==> config.mk <==
export PLATFORM = sky130hd
export DESIGN_NAME = array_elem_serializer_flat
export DESIGN_NICKNAME = d
export VERILOG_FILES = /design/src/rtl/array_elem_serializer_pkg.sv /design/src/rtl/array_elem_serializer_if.sv /design/src/rtl/array_elem_mux.sv /design/src/rtl/array_elem_serializer.sv /design/src/flat_wrapper.sv
export SDC_FILE = /design/constraint.sdc
export NUM_CORES = 1
export LEC_CHECK = 0
export BUFFER_PORTS_ARGS = -buffer_cell sky130_fd_sc_hd__buf_2
export CORE_UTILIZATION = 30
export CTS_CLUSTER_SIZE = 16
export DETAILED_ROUTE_END_ITERATION = 10
export GPL_TIMING_DRIVEN = 0
export SLEW_MARGIN = 20
export SYNTH_ARGS = -nofsm -noshare
export SYNTH_HDL_FRONTEND = slang
export SYNTH_SLANG_ARGS = --single-unit
==> constraint.sdc <==
create_clock -name clk -period 4.3 [get_ports clk]
set_input_delay 0.86 -clock clk [delete_from_list [all_inputs] [get_ports clk]]
set_output_delay 0.86 -clock clk [all_outputs]
set_load 0.1 [all_outputs]
==> src/rtl/array_elem_serializer_pkg.sv <==
// Shared constants and types for the array element serializer.
package array_elem_serializer_pkg;

  // Default element width and element count per array
  localparam int ELEM_W_DEF    = 33;
  localparam int NUM_ELEMS_DEF = 4;

  // Element index width for the default element count
  localparam int IDX_W = $clog2(NUM_ELEMS_DEF);

  // Width of the completed-array counter (wraps naturally)
  localparam int CNT_W = 16;

  // IDLE: no array held. SEND: array held, beats outstanding.
  typedef enum logic {
    ST_IDLE = 1'b0,
    ST_SEND = 1'b1
  } state_e;

endpackage

==> src/rtl/array_elem_serializer_if.sv <==
// Input array handshake, output element stream and status counter.
interface array_elem_serializer_if
  import array_elem_serializer_pkg::*;
#(
  parameter int ELEM_W    = ELEM_W_DEF,
  parameter int NUM_ELEMS = NUM_ELEMS_DEF
);
  localparam int SEL_W = $clog2(NUM_ELEMS);

  logic [ELEM_W*NUM_ELEMS-1:0] in_data;
  logic                        in_valid;
  logic                        in_ready;
  logic [ELEM_W-1:0]           out_data;
  logic [SEL_W-1:0]            out_idx;
  logic                        out_last;
  logic                        out_valid;
  logic                        out_ready;
  logic [CNT_W-1:0]            arrays_done;

  // Producer of arrays / consumer of elements
  modport master (
    output in_data, in_valid, out_ready,
    input  in_ready, out_data, out_idx, out_last, out_valid, arrays_done
  );

  // The serializer itself
  modport slave (
    input  in_data, in_valid, out_ready,
    output in_ready, out_data, out_idx, out_last, out_valid, arrays_done
  );

endinterface

==> src/rtl/array_elem_mux.sv <==
// Combinational element select from a flattened array.
module array_elem_mux #(
  parameter int ELEM_W    = 33,
  parameter int NUM_ELEMS = 4,
  parameter int SEL_W     = $clog2(NUM_ELEMS)
) (
  input  logic [ELEM_W*NUM_ELEMS-1:0] arr_i,
  input  logic [SEL_W-1:0]            sel_i,
  output logic [ELEM_W-1:0]           elem_o
);

  // Pick element [sel_i]; NUM_ELEMS is a power of two so every code is covered
  always_comb begin
    elem_o = '0;
    for (int i = 0; i < NUM_ELEMS; i++) begin
      if (sel_i == SEL_W'(i)) begin
        elem_o = arr_i[ELEM_W*i +: ELEM_W];
      end
    end
  end

endmodule

==> src/rtl/array_elem_serializer.sv <==
// Accepts a whole array in one handshake and emits its elements one per
// beat, lowest index first, with zero-bubble back-to-back arrays.
module array_elem_serializer
  import array_elem_serializer_pkg::*;
#(
  parameter int ELEM_W    = ELEM_W_DEF,
  parameter int NUM_ELEMS = NUM_ELEMS_DEF
) (
  input  logic                    clk,
  input  logic                    rst_n,
  array_elem_serializer_if.slave  sif
);

  localparam int SEL_W = $clog2(NUM_ELEMS);
  localparam int ARR_W = ELEM_W * NUM_ELEMS;
  localparam logic [SEL_W-1:0] LAST_IDX = SEL_W'(NUM_ELEMS - 1);

  state_e             state_q, state_d;
  logic [ARR_W-1:0]   hold_q, hold_d;
  logic [SEL_W-1:0]   idx_q, idx_d;
  logic [CNT_W-1:0]   arrays_done_q, arrays_done_d;

  logic               send_w;
  logic               last_w;
  logic               in_ready_w;
  logic               accept_w;
  logic               beat_w;
  logic [ELEM_W-1:0]  elem_w;

  array_elem_mux #(
    .ELEM_W    (ELEM_W),
    .NUM_ELEMS (NUM_ELEMS),
    .SEL_W     (SEL_W)
  ) u_mux (
    .arr_i  (hold_q),
    .sel_i  (idx_q),
    .elem_o (elem_w)
  );

  // Handshake qualifiers; in_ready never looks at in_valid and
  // out_valid never looks at out_ready
  always_comb begin
    send_w     = (state_q == ST_SEND);
    last_w     = (idx_q == LAST_IDX);
    in_ready_w = !send_w || (sif.out_ready && last_w);
    accept_w   = sif.in_valid && in_ready_w;
    beat_w     = send_w && sif.out_ready;
  end

  // State register
  always_ff @(posedge clk) begin
    if (!rst_n) begin
      state_q <= ST_IDLE;
    end else begin
      state_q <= state_d;
    end
  end

  // Next state, holding register, index and counter updates
  always_comb begin
    state_d       = state_q;
    hold_d        = hold_q;
    idx_d         = idx_q;
    arrays_done_d = arrays_done_q;
    unique case (state_q)
      ST_IDLE: begin
        if (accept_w) begin
          hold_d  = sif.in_data;
          idx_d   = '0;
          state_d = ST_SEND;
        end
      end
      ST_SEND: begin
        if (beat_w) begin
          if (!last_w) begin
            idx_d = idx_q + SEL_W'(1);
          end else begin
            arrays_done_d = arrays_done_q + CNT_W'(1);
            idx_d         = '0;
            if (accept_w) begin
              // Reload on the last beat so the next array follows without a gap
              hold_d = sif.in_data;
            end else begin
              state_d = ST_IDLE;
            end
          end
        end
      end
      default: begin
        state_d = ST_IDLE;
      end
    endcase
  end

  // Holding register, element index and completed-array count
  always_ff @(posedge clk) begin
    if (!rst_n) begin
      hold_q        <= '0;
      idx_q         <= '0;
      arrays_done_q <= '0;
    end else begin
      hold_q        <= hold_d;
      idx_q         <= idx_d;
      arrays_done_q <= arrays_done_d;
    end
  end

  // Output stream is forced to zero whenever no element is being presented
  always_comb begin
    sif.in_ready    = in_ready_w;
    sif.out_valid   = send_w;
    sif.out_data    = send_w ? elem_w : '0;
    sif.out_idx     = send_w ? idx_q : '0;
    sif.out_last    = send_w && last_w;
    sif.arrays_done = arrays_done_q;
  end

endmodule

==> src/flat_wrapper.sv <==
// flat-port wrapper written by rule: the top's interface ports become plain ports
module array_elem_serializer_flat import array_elem_serializer_pkg::*;
#(
  parameter int ELEM_W    = ELEM_W_DEF,
  parameter int NUM_ELEMS = NUM_ELEMS_DEF
)
  (clk, rst_n, sif_in_data, sif_in_valid, sif_out_ready, sif_in_ready, sif_out_data, sif_out_idx, sif_out_last, sif_out_valid, sif_arrays_done);
  array_elem_serializer_if #(.ELEM_W(ELEM_W), .NUM_ELEMS(NUM_ELEMS)) sif_i ();
  input  logic clk;
  input  logic rst_n;
  input wire logic [$bits(sif_i.in_data)-1:0] sif_in_data;
  input wire logic [$bits(sif_i.in_valid)-1:0] sif_in_valid;
  input wire logic [$bits(sif_i.out_ready)-1:0] sif_out_ready;
  output wire logic [$bits(sif_i.in_ready)-1:0] sif_in_ready;
  output wire logic [$bits(sif_i.out_data)-1:0] sif_out_data;
  output wire logic [$bits(sif_i.out_idx)-1:0] sif_out_idx;
  output wire logic [$bits(sif_i.out_last)-1:0] sif_out_last;
  output wire logic [$bits(sif_i.out_valid)-1:0] sif_out_valid;
  output wire logic [$bits(sif_i.arrays_done)-1:0] sif_arrays_done;
  assign sif_i.in_data = sif_in_data;
  assign sif_i.in_valid = sif_in_valid;
  assign sif_i.out_ready = sif_out_ready;
  assign sif_in_ready = sif_i.in_ready;
  assign sif_out_data = sif_i.out_data;
  assign sif_out_idx = sif_i.out_idx;
  assign sif_out_last = sif_i.out_last;
  assign sif_out_valid = sif_i.out_valid;
  assign sif_arrays_done = sif_i.arrays_done;
  array_elem_serializer #(.ELEM_W(ELEM_W), .NUM_ELEMS(NUM_ELEMS)) u_core (.clk(clk), .rst_n(rst_n), .sif(sif_i));
endmodule
## Word level (Yosys, flattened, before mapping)

Index checks and enable logic that the tools add are counted.

- Shift-type cells: 0
- Div/mod/pow operators: 0
- Reduce and logical (&&, ||, !) cells: 10
- Multipliers: 0
- Multiplexer cells: 18
- Magnitude comparators: 0
- Bitwise gates (word level): 1
- Equality and inequality tests: 6
- $add $sub $neg: 2

Operators by type and width:

| cell | count |
|---|---|
| $mux 132 | 3 |
| $pmux 132 s2 | 1 |
| $mux 33 | 5 |
| $add 16x1->16 const B | 1 |
| $mux 2 | 4 |
| $eq 2x2->1 const B | 2 |
| $logic_and 1x1->1 | 4 |
| $ne 2x2->1 const B | 2 |
| $pmux 2 s2 | 1 |
| $reduce_and 2->1 | 2 |
| $mux 1 | 3 |
| $reduce_and 3->1 | 1 |
| $add 2x1->2 const B | 1 |
| $eq 2x1->1 const B | 1 |
| $logic_not 2->1 | 1 |
| $ne 2x1->1 const B | 1 |
| $pmux 1 s2 | 1 |
| $logic_not 1->1 | 1 |
| $logic_or 1x1->1 | 1 |
| $not 1->1 | 1 |

- Memory bits (writable): 0
- Output and inout bits: 54
- Bits in registers: 151
- Latch bits: 0
- Bits of input ports: 136
- Memory bits (read-only): 0
- Memories: 0
- Word-level logic and storage cells: 41

## Longest topological paths before layout

Gate-level depths: netlist of run 1.

- Word-level depth: 8
- Gate-level depth with buffers: 8
- Mapped depth without buffers: 6

## By module

Synthesis of run 1 repeated with hierarchy kept, for this count alone.

- Cells, all modules: 753
- Area, all modules: 6429.9 um^2

Modules (own cells, without submodules):

| module | seq. area each (um^2) | times used | area an instance (um^2) | cells each |
|---|---|---|---|---|
| array_elem_serializer | 3022.9 | 1 | 5585.4 | 712 |
| array_elem_mux | 0.0 | 1 | 844.6 | 41 |

## Worst setup path after synthesis of run 1

No wires, ideal clock.

- Kind: register -> output
- Start point: register u_core.state_q (netlist: u_core.sif.out_valid)
- End point: output port sif_out_data[10]
- Data required time: 3.440 ns
- Arrival: 3.666 ns
- Path buffers: 2
- Stages on the path, launching flop included: 5
- Setup slack: -0.226 ns
- Path through: dfxtp_1 -> buf_2 -> nand2b_1 -> clkbuf_1 -> o21ai_0

- Cells in the longest elaborated chain, start to end: 1

Ends and longest elaborated chain:

| what | line | text |
|---|---|---|
| start: declaration | array_elem_serializer.sv:18 | `state_e state_q, state_d;` |
| start signal: assignment | array_elem_serializer.sv:55 | `state_q <= state_d;` |
| $mux 33 | array_elem_serializer.sv:112 | `sif.out_data = send_w ? elem_w : '0;` |
| end: declaration | flat_wrapper.sv:15 | `output wire logic [$bits(sif_i.out_data)-1:0] sif_out_data;` |

No other way between the ends.

## Final worst setup path of run 1

- Start point: register u_core.idx_q[0]
- End point: output port sif_out_data[18]

- Cells in the longest elaborated chain, start to end: 6
- Elaborated cells between the ends (all ways): 9
- Classes of those cells: 3 x eq/ne; 5 x mux; 1 x reduce/logical

Ends and longest elaborated chain:

| what | line | text |
|---|---|---|
| start: declaration | array_elem_serializer.sv:20 | `logic [SEL_W-1:0] idx_q, idx_d;` |
| start signal: assignment | array_elem_serializer.sv:103 | `idx_q <= idx_d;` |
| $logic_not 2->1 | array_elem_mux.sv:16 | `if (sel_i == SEL_W'(i)) begin` |
| $mux 33 (3 in series) | array_elem_mux.sv:16 |  |
| $mux 33 (*) | array_elem_mux.sv:16 |  |
| $mux 33 (*) | array_elem_serializer.sv:112 |  |

Mark *: on every way between the ends. The rest lies on a longest branch, timed or not.

==> impl_metrics.toml, run 1 <==
[run_status]
status = "finished clean"

[finish]
final_cell_mix = "nand2_1 (338), buf_2 (191), dfxtp_1 (151)"
area_delta_synth_final_pct = 28.5
diodes = 0
fin_area_sq_mm = 0.00847
layout-drive-gt1-share = 0.203
fill_cells = 2322
layout_commonest_cell = "nand2_1"
layout.nets = 1255

[clock_network]
cts.sinks = 151
ctsResizeCount = 0
clkLatencyLatePin_ps = 430
postCtsSetupRepairBufs = 0
cts_buffer_depth = 2
cts_buffers = 17
postCtsHoldBufs = 0
cts_tree = "yes"
htree_levels = 4
cts_root_buf = "clkbuf_16"
clkTransAtPathRegs_ps = 60

[global_route]
grt_max_degree = 17
grt_pass1_vias = 6194
use_met2 = 0.334
grt_util_met1 = 0.276
grt_util_all_layers = 0.205
busiest_layer = "met2"
antenna_found_initial = 0
grt_pass1_wl_microns = 34300
met3_usage = 0.0394
gr-total-overflow = 0

[setup_path]
worstSetupPathType = "reg2out"
critPathLaunchType = "register"
required_ps = 3440
cp.arrival_ps = 3180
crit_fanout = 10
rrSetupSlack_ps = 1720
endpoint_kind = "output pin"

[drt]
route.detailed.drc = 0
vias = 6783
drt_iter0_drc = 350
viasPerCell = 4.84
routedWlPerCell_microns = 16.3
routed_wl_microns = 22900
antenna_left = 0
drt_pre_antenna_iters = 5

[power_and_ir_drop]
p_total_mw = 3.47
ir_drop_mv = 0.250
leakage_nw = 3.31
power.density_mw_per_mm2 = 409

[logic_synthesis]
ys_ff_latch = 151
ys_types = 31
synth_nets = 1047
synth_flop_cell = "dfxtp_1"
avgSynthCellArea_sq_um = 7.28
seq_area_frac_synth = 0.459
synth_area_leader_cell = "dfxtp_1"
synth_area_sq_mm = 0.00659
synth-edff-count = 0
ys_warn_count = 0
async_reset_ff_frac = 0
synth_top_area_share = 0.459
ys_top_cells_by_area = "dfxtp_1 (46%), nand2_1 (19%), a21oi_1 (11%), mux2i_1 (5.3%), o21ai_0 (5.2%)"
synthCells = 906

[placement]
place_area_sq_mm = 0.00788
dpl.hpwl_microns = 16800
portBuffers = 189
routabilityCongestion = 0.833

[floorplan]
dieArea_sq_mm = 0.0226
die_w_microns = 150
io_pins = 190
die_h_microns = 150
rows = 53
start_util = 0.310
coreArea_sq_mm = 0.0213

[timing]
grt_setup_unrepaired = "false"
setup_violations = 0
worst_pin_slew_ps = 861
timing.hold.ws_ps = 455
finalHoldViolations = 0
drv_slew = 0
finalCritPeriodShare = 0.939
final.min_clock_period_ps = 4040
skew_ps = 8.75
max_slew_margin = 0.426
max_freq_mhz = 248

[job]
maxCapViolations = 0

[min_path]
hold_path_class = "reg2reg"
-- logic make-up after synthesis --
kind of cell / count (synthesis) / synth area share
and+or+nand+nor: 413 / 0.256
DFF: 151 / 0.459
xor gates and xnor gates: 9 / 0.0120
buffers and inverters: 80 / 0.0459
muxes: 35 / 0.0532
AOI/OAI and AO/OA: 213 / 0.164
adders and majority gates: 5 / 0.00949
-- path summary, 6_finish.rpt --
kind | start | endpoint | cells after the start
worst max-delay path | u_core.idx_q[0] | sif_out_data[18] | 8
worst min-delay path | u_core.hold_q[70] | u_core.hold_q[70] | 2
worst min register to register | u_core.hold_q[70] | u_core.hold_q[70] | 2
worst max register to register | u_core.idx_q[0] | u_core.hold_q[100] | 8
-- final cells by class --
cell class | instances | area (sq um) | share of cell area
Buffer | 73 | 277 | 0.0326
Clock inverter | 13 | 156 | 0.0185
Inverter | 7 | 26.3 | 0.00310
Timing Repair Buffer | 189 | 946 | 0.112
Tap cell | 275 | 344 | 0.0406
Sequential cell | 151 | 3020 | 0.357
Clock buffer | 19 | 433 | 0.0511
Multi-Input combinational cell | 675 | 3270 | 0.386
-- critical path, cell delays in order, from the launching register on --
cell,delay [ps]
dfxtp_1,430
ha_1,250
clkbuf_1,450
clkbuf_1,480
nand2_1,100
o21ai_0,120
mux2i_1,120
o21ai_0,300
buf_2,490
-- cell usage after synthesis (2+ instances only) --
cell,n
or3_2,3
clkbuf_1,57
o21ai_0,69
a21oi_1,139
nand2b_1,2
nor2_1,12
nand4_1,3
nor3_1,3
o31ai_1,2
a32oi_1,2
nand2_1,338
buf_1,14
xnor2_1,6
xor2_1,3
nand3_1,38
nor4_1,2
dfxtp_1,151
buf_2,2
and2_1,5
mux2i_1,35
inv_1,6
ha_1,5
-- sequential cells by signal (all words and copies together) (netlist names) --
signal / cells
u_core.hold_q: 132
u_core.sif.out_valid: 1
u_core.idx_q: 2
u_core.sif.arrays_done: 16
-- where the power goes --
group / internal (mW) / switching [mW] / total [mW] / leakage (nW)
clock network: 0.908 / 0.613 / 1.52 / 0.275
registers: 1.47 / 0.0358 / 1.51 / 1.24
logic: 0.130 / 0.311 / 0.441 / 1.80
total: 2.51 / 0.960 / 3.47 / 3.31
-- stage by stage --
stage	setup WS, ps	util	cells	setup TNS (ps)
after global routing	44.5	0.398	1402	0
after detailed placement	739	0.370	1370	0
after CTS	263	0.398	1402	0
final	264	0.398	1402	0
after floorplan	-226	-	906	-6950
after global placement	757	0.370	1370	0
-- layer usage --
metal,up-vias,part of all wire
met3,15,0.064
li1,3412,-
met4,0,0.010
met5,-,0
met2,227,0.46
met1,3129,0.46
Power figures use the tool's default switching activity.
==> inputs of run 2 (changes only) <==
--- a/config.mk
+++ b/config.mk
@@ -12,2 +12,3 @@
 export GPL_TIMING_DRIVEN = 0
+export MAX_ROUTING_LAYER = met4
 export SLEW_MARGIN = 20
==> constraint.sdc (replaced) <==
create_clock -name clk -period 4.9 [get_ports clk]
set_input_delay 0.735 -clock clk [delete_from_list [all_inputs] [get_ports clk]]
set_output_delay 0.735 -clock clk [all_outputs]
set_load 0.1 [all_outputs]
==> run 2 against run 1 <==
Critical path depth did not move. Sequential share of layout area did not move. Via count is 0.12% lower. Count of clock-buffer cells in the layout stayed put. Worst setup slack improved by 730 ps. Clock power decreased by 13%. Total power fell by 12%. Utilization stayed put. Die area stayed put. Largest cell class unchanged.
==> impl_metrics.toml, run 2 (synthesis gave the netlist of run 1 again) <==
[timing]
setup_violations = 0
finalCritPeriodShare = 0.797
timing.hold.ws_ps = 455
worst_pin_slew_ps = 863
fin_setup_tns_ps = 0
finalHoldViolations = 0
max_freq_mhz = 256
final.min_clock_period_ps = 3910
max_slew_margin = 0.425
drv_slew = 0
skew_ps = 7.25
grt_setup_unrepaired = "false"

[clock_network]
postCtsHoldBufs = 0
cts_buffer_depth = 2
cts_root_buf = "clkbuf_16"
htree_levels = 4
postCtsSetupRepairBufs = 0
clkLatencyLatePin_ps = 430
clkTransAtPathRegs_ps = 60
cts.sinks = 151
cts_tree = "yes"
cts_buffers = 17
ctsResizeCount = 0

[placement]
place_inst = 1370
routabilityCongestion = 0.845
portBuffers = 189
place_area_sq_mm = 0.00788
dpl.hpwl_microns = 16800

[min_path]
min_to = "u_core.hold_q[80]"
min_delay_path_depth = 2
worstHoldStart = "u_core.hold_q[80]"
hold_path_class = "reg2reg"

[power_and_ir_drop]
leakage_nw = 3.31
power.density_mw_per_mm2 = 359
pwr-share-clk = 0.438
pwr-share-comb = 0.127
switching_share = 0.276
p_total_mw = 3.04
p_sw_uw = 838
seqPwrFrac = 0.435
internal-power_mw = 2.20
ir_drop_mv = 0.217

[drt]
drt_iter0_drc = 352
vias = 6775
antenna_left = 0
routedWlPerCell_microns = 16.3
viasPerCell = 4.83
route.detailed.drc = 0
routed_wl_microns = 22800
drt_pre_antenna_iters = 5

[run_status]
status = "finished clean"

[global_route]
gr-total-overflow = 0
grt_util_all_layers = 0.210
antenna_found_initial = 0
grt_max_degree = 17
grt_pass1_wl_microns = 34300
grt_pass1_vias = 6199

[setup_path]
crit_fanout = 10
worstSetupPathType = "reg2out"
endpoint_kind = "output pin"
crit_buf_inv = 3
reg2reg_depth = 8
crit_family = "buffers and inverters"
crit_path_top_delay_cell = "buf_2"
worstPathCellList = "ha_1 > clkbuf_1 > clkbuf_1 > nand2_1 > o21ai_0 > mux2i_1 > o21ai_0 > buf_2"
critPathLaunchType = "register"
rrSetupSlack_ps = 2310
r2r_start = "u_core.idx_q[0]"
cp.arrival_ps = 3170
required_ps = 4160
cpPeakStageDelay_ps = 490
worstReg2RegEnd = "u_core.hold_q[100]"

[finish]
largest_register = "u_core.hold_q"
final_cells = 1402
fin_area_sq_mm = 0.00847
layout_commonest_cell = "nand2_1"
largest_reg_flops = 132
final_cell_mix = "nand2_1 (338), buf_2 (191), dfxtp_1 (151)"
area_delta_synth_final_pct = 28.5
layout.nets = 1255
diodes = 0
layout-drive-gt1-share = 0.203

[job]
maxCapViolations = 0

[floorplan]
coreArea_sq_mm = 0.0213
start_util = 0.310
io_pins = 190
rows = 53
die_w_microns = 150
die_h_microns = 150
dieArea_sq_mm = 0.0226
## run 2: cell counts in the layout (fill, tap and decap cells not counted)
Identical to the previous run, type by type.
## run 2: metal layers
| layer | up-vias | global-route usage | part of all wire |
|---|---|---|---|
| met5 | - | - | 0 |
| met4 | 0 | 0.0551 | 0.011 |
| met3 | 19 | 0.0358 | 0.054 |
| met2 | 200 | 0.335 | 0.47 |
| met1 | 3145 | 0.275 | 0.47 |
| li1 | 3411 | - | - |
## run 2: power groups by stage
stage          registers (mW)  clock network (mW)  logic, mW
2_1_floorplan            1.34                   0      0.237
3_3_place_gp             1.35                   0      0.388
3_5_place_dp             1.35                   0      0.390
4_1_cts                  1.32                1.35      0.391
5_1_grt                  1.33                1.41      0.424
6_report                 1.32                1.33      0.387
## run 2: worst min-delay path, cell delays in order, from the launching register on
cell     delay (ps)
dfxtp_1         310
nand2_1          50
a21oi_1          50
## run 2: cell type report
class / count / area, sq um
fill: 2322 / 12800
multi-input combinational: 675 / 3270
sequential: 151 / 3020
timing repair buffer: 189 / 946
clock buffer: 19 / 433
tap: 275 / 344
buffer: 73 / 277
clock inverter: 13 / 156
inverter: 7 / 26.3
## run 2: how the worst max path moves through the flow
stage               slack [ps]               end  cells after the start            startpoint
floorplan                  500  sif_out_data[10]                      4  u_core.sif.out_valid
global placement          1480  sif_out_data[18]                      8       u_core.idx_q[0]
detailed placement        1460  sif_out_data[19]                      8       u_core.idx_q[0]
CTS                        990  sif_out_data[18]                      8       u_core.idx_q[0]
global route               770  sif_out_data[25]                      8       u_core.idx_q[0]
finish                     990  sif_out_data[18]                      8       u_core.idx_q[0]
## run 2: through the flow
step / worst slack, ps / utilization
after global placement: 1480 / 0.370
after global routing: 772 / 0.398
after floorplan: 499 / -
after CTS: 988 / 0.398
final: 993 / 0.398
after detailed placement: 1460 / 0.370
